`src/rtl/gpu_pixel_writer.sv`:
```
// gpu_pixel_writer
//
// Sink end of the rasterizer pixel stream. Each cycle an incoming pixel is
// clipped against the screen. An on-screen pixel is turned into a linear
// framebuffer address, packed with its colour and pushed into a small FIFO.
// A two-state write engine drains the FIFO into the SRAM controller through
// a req/ack handshake.
//
// Ports:
//   clk          system clock, all logic on the rising edge
//   n_rst        asynchronous active-low reset
//   pixel_valid  X/Y/r_i/g_i/b_i carry a pixel this cycle
//   X, Y         pixel column / row
//   r_i,g_i,b_i  pixel colour channels
//   clear        synchronous clear of overflow and pixel_count
//   mem_ack      memory accepted the current write
//   mem_wr_req   write request, held until acked
//   mem_addr     Y*WIDTH + X of the pixel being written
//   mem_data     {r, g, b}, with r in the MSBs
//   idle         FIFO empty and no request outstanding
//   overflow     sticky, set when an on-screen pixel was dropped
//   pixel_count  number of acked writes, wraps modulo 2^16

module gpu_pixel_writer #(
   parameter int WIDTH_BITS   = 10,
   parameter int HEIGHT_BITS  = 9,
   parameter int CHANNEL_BITS = 8,
   parameter int WIDTH        = 640,
   parameter int HEIGHT       = 480,
   parameter int ADDR_BITS    = 19,
   parameter int FIFO_DEPTH   = 4
) (
   input  logic                      clk,
   input  logic                      n_rst,
   input  logic                      pixel_valid,
   input  logic [WIDTH_BITS-1:0]     X,
   input  logic [HEIGHT_BITS-1:0]    Y,
   input  logic [CHANNEL_BITS-1:0]   r_i,
   input  logic [CHANNEL_BITS-1:0]   g_i,
   input  logic [CHANNEL_BITS-1:0]   b_i,
   input  logic                      clear,
   input  logic                      mem_ack,
   output logic                      mem_wr_req,
   output logic [ADDR_BITS-1:0]      mem_addr,
   output logic [3*CHANNEL_BITS-1:0] mem_data,
   output logic                      idle,
   output logic                      overflow,
   output logic [15:0]               pixel_count
);

   localparam int PTR_BITS  = $clog2(FIFO_DEPTH);
   localparam int DATA_BITS = 3*CHANNEL_BITS;

   typedef enum logic {ST_IDLE, ST_REQ} state_t;

   state_t state;
   state_t next_state;

   logic [ADDR_BITS-1:0]  fifo_addr [FIFO_DEPTH];
   logic [DATA_BITS-1:0]  fifo_data [FIFO_DEPTH];
   logic [PTR_BITS-1:0]   wr_ptr;
   logic [PTR_BITS-1:0]   rd_ptr;
   logic [PTR_BITS:0]     fifo_count;

   logic                  on_screen;
   logic                  accept;
   logic                  fifo_empty;
   logic                  fifo_full;
   logic                  push;
   logic                  pop;
   logic                  drop;
   logic                  write_done;
   logic [ADDR_BITS-1:0]  push_addr;
   logic [DATA_BITS-1:0]  push_data;

   // Widen coordinates to 32 bits so the bound test also works when WIDTH or
   // HEIGHT equals 2^WIDTH_BITS / 2^HEIGHT_BITS.
   assign on_screen = (32'(X) < 32'(WIDTH)) && (32'(Y) < 32'(HEIGHT));
   assign accept    = pixel_valid && on_screen;

   assign push_addr = ADDR_BITS'(32'(Y) * 32'(WIDTH) + 32'(X));
   assign push_data = {r_i, g_i, b_i};

   assign fifo_empty = (fifo_count == '0);
   assign fifo_full  = (fifo_count == (PTR_BITS+1)'(FIFO_DEPTH));

   // A write completes when the memory acks an outstanding request.
   assign write_done = (state == ST_REQ) && mem_ack;

   // The head is popped into the output register whenever the engine is free
   // (idle, or just acked). The pop only looks at the count before this edge,
   // so a pixel pushed into an empty FIFO is popped one edge later.
   assign pop  = !fifo_empty && ((state == ST_IDLE) || write_done);

   // A full FIFO can still take a pixel when the head leaves at the same edge.
   assign push = accept && (!fifo_full || pop);
   assign drop = accept && !push;

   // Write engine state register.
   always_ff @(posedge clk or negedge n_rst) begin
      if (!n_rst) begin
         state <= ST_IDLE;
      end else begin
         state <= next_state;
      end
   end

   // Next-state logic: stay in REQ back-to-back while there is more to write.
   always_comb begin
      next_state = state;
      case (state)
         ST_IDLE: if (!fifo_empty) next_state = ST_REQ;
         ST_REQ:  if (mem_ack && fifo_empty) next_state = ST_IDLE;
         default: next_state = ST_IDLE;
      endcase
   end

   // Output logic of the write engine.
   always_comb begin
      mem_wr_req = (state == ST_REQ);
      idle       = (state == ST_IDLE) && fifo_empty;
   end

   // Output register: loads the FIFO head on pop and otherwise holds, which
   // keeps address and data stable while a request waits for its ack.
   always_ff @(posedge clk or negedge n_rst) begin
      if (!n_rst) begin
         mem_addr <= '0;
         mem_data <= '0;
      end else if (pop) begin
         mem_addr <= fifo_addr[rd_ptr];
         mem_data <= fifo_data[rd_ptr];
      end
   end

   // FIFO storage has no reset; emptiness is tracked by the count alone.
   always_ff @(posedge clk) begin
      if (push) begin
         fifo_addr[wr_ptr] <= push_addr;
         fifo_data[wr_ptr] <= push_data;
      end
   end

   // FIFO pointers and occupancy.
   always_ff @(posedge clk or negedge n_rst) begin
      if (!n_rst) begin
         wr_ptr     <= '0;
         rd_ptr     <= '0;
         fifo_count <= '0;
      end else begin
         if (push) wr_ptr <= wr_ptr + 1'b1;
         if (pop)  rd_ptr <= rd_ptr + 1'b1;
         case ({push, pop})
            2'b10:   fifo_count <= fifo_count + 1'b1;
            2'b01:   fifo_count <= fifo_count - 1'b1;
            default: fifo_count <= fifo_count;
         endcase
      end
   end

   // Status: clear takes priority over a coinciding ack or drop.
   always_ff @(posedge clk or negedge n_rst) begin
      if (!n_rst) begin
         overflow    <= 1'b0;
         pixel_count <= '0;
      end else if (clear) begin
         overflow    <= 1'b0;
         pixel_count <= '0;
      end else begin
         if (drop)       overflow    <= 1'b1;
         if (write_done) pixel_count <= pixel_count + 16'd1;
      end
   end

endmodule
```
`config.mk`:
```
export PLATFORM = sky130hd
export DESIGN_NAME = gpu_pixel_writer
export DESIGN_NICKNAME = d
export VERILOG_FILES = /design/src/rtl/gpu_pixel_writer.sv
export SDC_FILE = /design/constraint.sdc
export NUM_CORES = 1
export LEC_CHECK = 0
export BUFFER_PORTS_ARGS = -buffer_cell sky130_fd_sc_hd__buf_2
export CAP_MARGIN = 5
export CORE_ASPECT_RATIO = 1.2
export CORE_UTILIZATION = 50
export DETAILED_ROUTE_END_ITERATION = 6
export GPL_TIMING_DRIVEN = 0
export MAX_ROUTING_LAYER = met4
export PLACE_DENSITY_LB_ADDON = 0.05
export SKIP_LAST_GASP = 1
export SLEW_MARGIN = 20
export SYNTH_ARGS = -nofsm -noshare
export SYNTH_HDL_FRONTEND = slang
export SYNTH_SLANG_ARGS = --single-unit
```
`constraint.sdc`:
```
create_clock -name clk -period 5.4 [get_ports clk]
set_clock_uncertainty 0.2 [all_clocks]
set_input_delay 0.54 -clock clk [delete_from_list [all_inputs] [get_ports clk]]
set_output_delay 0.54 -clock clk [all_outputs]
set_load 0.02 [all_outputs]
```
==> flow_summary_export.csv <==
group,metric,value,unit
clock_network,root_buffer,"clkbuf_16",
yosys,synthCells,512,
die,dieWidth,129,um
yosys,synth_area,0.00964,sq mm
place,portBuffers,108,
routing,drc,0,
clock_network,cts_tree,"yes",
yosys,ys_async_sr_fraction,28.3,%
yosys,synth-main-ff-cell,"edfxtp_1",
global_routing,antenna_found_initial,2,
worst_setup_path,crit_fanout,4,
final_layout,layout_common_cells,"edfxtp_1 (172), buf_2 (114), dfrtp_1 (68), mux4_2 (43), mux2_2 (43)",
final_layout,fin_nets,721,
sta,period_needed,2.91,ns
global_routing,grt_usage,19.0,%
place,hpwl,11000,um
worst_setup_path,path_class,"in -> reg",
sta,final-hold-violation-count,0,
sta,setup_violations,0,
worst_setup_path,crit_path_start_kind,"input port",
sta,drv_slew,0,
routing,viasPerCell,5.30,
yosys,synth_edf_count,172,
worst_setup_path,cp_top_family,"compound AO/OA/AOI/OAI gates",
clock_network,cts_sinks,240,
die,num_rows,55,
global_routing,grt_pass1_vias,5253,
worst_setup_path,crit_chain,"buf_2 > ha_1 > ha_1 > fa_1 > a21oi_1 > nor2_1 > a211oi_1 > xnor2_1 > inv_1 > o31ai_1",
run_status,outcome,"complete, no violations",
min_path,hp-class,"in -> reg",
routing,routed_wirelength,17300,um
sta,fin_tns_setup,0,ns
yosys,yosysSeqAreaShare,71.2,%
global_routing,grt_max_degree,44,
clock_network,clockBufferDepth,3,
yosys,ys_types,41,
power_and_ir_drop,p_leak,4.31,nW
clock_network,htreeDepth,1,
worst_setup_path,cpMaxStageDelayCell,"o31ai_1",
worst_setup_path,critical_path_buf_inv_count,2,
die,die_h,154,um
sta,worst_slew_pin_slew,0.714,ns
worst_setup_path,worstPathArrival,2.96,ns
clock_network,numCtsBuffers,24,
sta,rsz0062_at_grt,"false",
sta,clock.fmax,0.344,GHz
worst_setup_path,end_kind,"flop",
sta,maxSlewHeadroom,52.4,%
routing,first_iter_violations,257,
power_and_ir_drop,p_per_area,515,mW/mm^2
clock_network,clk_latency,0.51,ns
worst_setup_path,worst-endpoint-required,5.45,ns
final_layout,area_delta_synth_final,17.7,%
power_and_ir_drop,power,5.85,mW
yosys,ys_ff_latch,240,
yosys,synth_warnings,0,
die,core-area,0.0189,sq mm
worst_setup_path,cpMostUsedCell,"ha_1",
clock_network,cts.clk_slew.worst_paths,0.06,ns
die,die_area,0.0198,sq mm
place,gp_congestion,0.742,
power_and_ir_drop,vdd_drop_max,325,uV
sta,fin_crit_sh,53.8,%
final_layout,drive_above_1_share,37.4,%
yosys,syn_nets,585,
global_routing,grt_pass1_wl,27700,um
final_layout,final_common_cell,"edfxtp_1",
routing,drt-pass1-iter-count,4,
routing,antenna_left,0,
die,io_pins,110,
routing,wl_per_cell,18.7,um
yosys,synth.avg_cell_area,18.8,sq um
global_routing,grt.overflow.total,0,
die,start_util,51.1,%
worst_setup_path,slowest_delay,0.45,ns
run,maxCapViolCount,0,
routing,via_count,4896,
-- per-layer routing --
layer | wire length [um] | vias to the layer above | track usage, %
met5 | 0 | - | -
li1 | - | 2257 | -
met1 | 7190 | 2518 | 23.1
met3 | 896 | 24 | 3.62
met2 | 8940 | 97 | 32.4
met4 | 267 | 0 | 5.32
-- power by group --
part / internal [mW] / switching [mW] / total [mW] / leakage, nW
registers: 2.39 / 0.137 / 2.52 / 2.40
clock network: 1.01 / 0.641 / 1.65 / 0.392
logic: 0.779 / 0.897 / 1.68 / 1.53
-- metrics by stage --
| step | cell area [sq um] | std cells | utilization (%) | setup slack [ns] | hold slack [ns] |
|---|---|---|---|---|---|
| floorplan | 9640 | 512 | - | 2.45 | 0.0444 |
| global placement | 10500 | 876 | 55.7 | 1.16 | 0.284 |
| detailed placement | 10500 | 877 | 55.9 | 1.90 | 0.290 |
| CTS | 11300 | 921 | 60.2 | 2.44 | 0.0191 |
| global route | 11300 | 923 | 60.2 | 2.25 | 0.0255 |
| finish | 11300 | 923 | 60.2 | 2.49 | 0.0447 |
-- path summary, 6_finish.rpt --
check,startpoint,endpoint,slack (ns),cells past startpoint
max in group asynchronous,n_rst,mem_addr[16],4.04,3
max,Y[1],fifo_addr[3][18],2.49,10
min reg2reg,mem_data[5],mem_data[5],0.30,1
max reg2reg,mem_wr_req,fifo_count[2],2.59,9
min in group asynchronous,n_rst,wr_ptr[1],0.38,2
min,X[1],fifo_addr[1][1],0.04,1
-- logic make-up after synthesis --
| group | synth area share (%) |
|---|---|
| DFF | 71.2 |
| xor gates and xnor gates | 3.08 |
| and+or+nand+nor | 3.87 |
| buffers and inverters | 1.49 |
| AOI/OAI and AO/OA | 1.49 |
| adders and majority gates | 3.48 |
| muxes | 15.4 |
-- timing repair --
action,in CTS,in global routing
gates resized for setup,0,0
endpoints found under the setup margin,0,0
setup buffers,0,0
endpoints found under the hold margin,32,0
hold buffers,1,0
-- cell usage after synthesis (all sizes together) (7+ instances only) --
library cell / count / area [sq um]
buf: 14 / 83.8
dfrtp: 68 / 1700
edfxtp: 172 / 5160
ha: 22 / 275
inv: 11 / 41.3
mux2: 43 / 484
mux4: 43 / 968
nand2: 12 / 45.0
nand4: 9 / 62.6
nor2: 24 / 90.1
o21ai: 7 / 35.0
xnor2: 21 / 191
xor2: 12 / 105
-- registers in the layout, indices dropped and copies added, names as in the netlist --
register     flops
fifo_addr       76
mem_addr        19
fifo_data       96
mem_wr_req       1
overflow         1
rd_ptr           2
wr_ptr           2
pixel_count     16
mem_data        24
fifo_count       3
-- layout make-up --
| cell class | count | area, sq um |
|---|---|---|
| Tap cell | 256 | 320 |
| Antenna cell | 2 | 5.00 |
| Multi-Input combinational cell | 242 | 2640 |
| Timing Repair Buffer | 110 | 573 |
| Inverter | 11 | 41.3 |
| Sequential cell | 240 | 6870 |
| Clock inverter | 6 | 77.6 |
| Clock buffer | 37 | 721 |
| Buffer | 19 | 103 |
| Fill cell | 1479 | 7510 |
No activity file was read; power rests on OpenSTA's default activity.
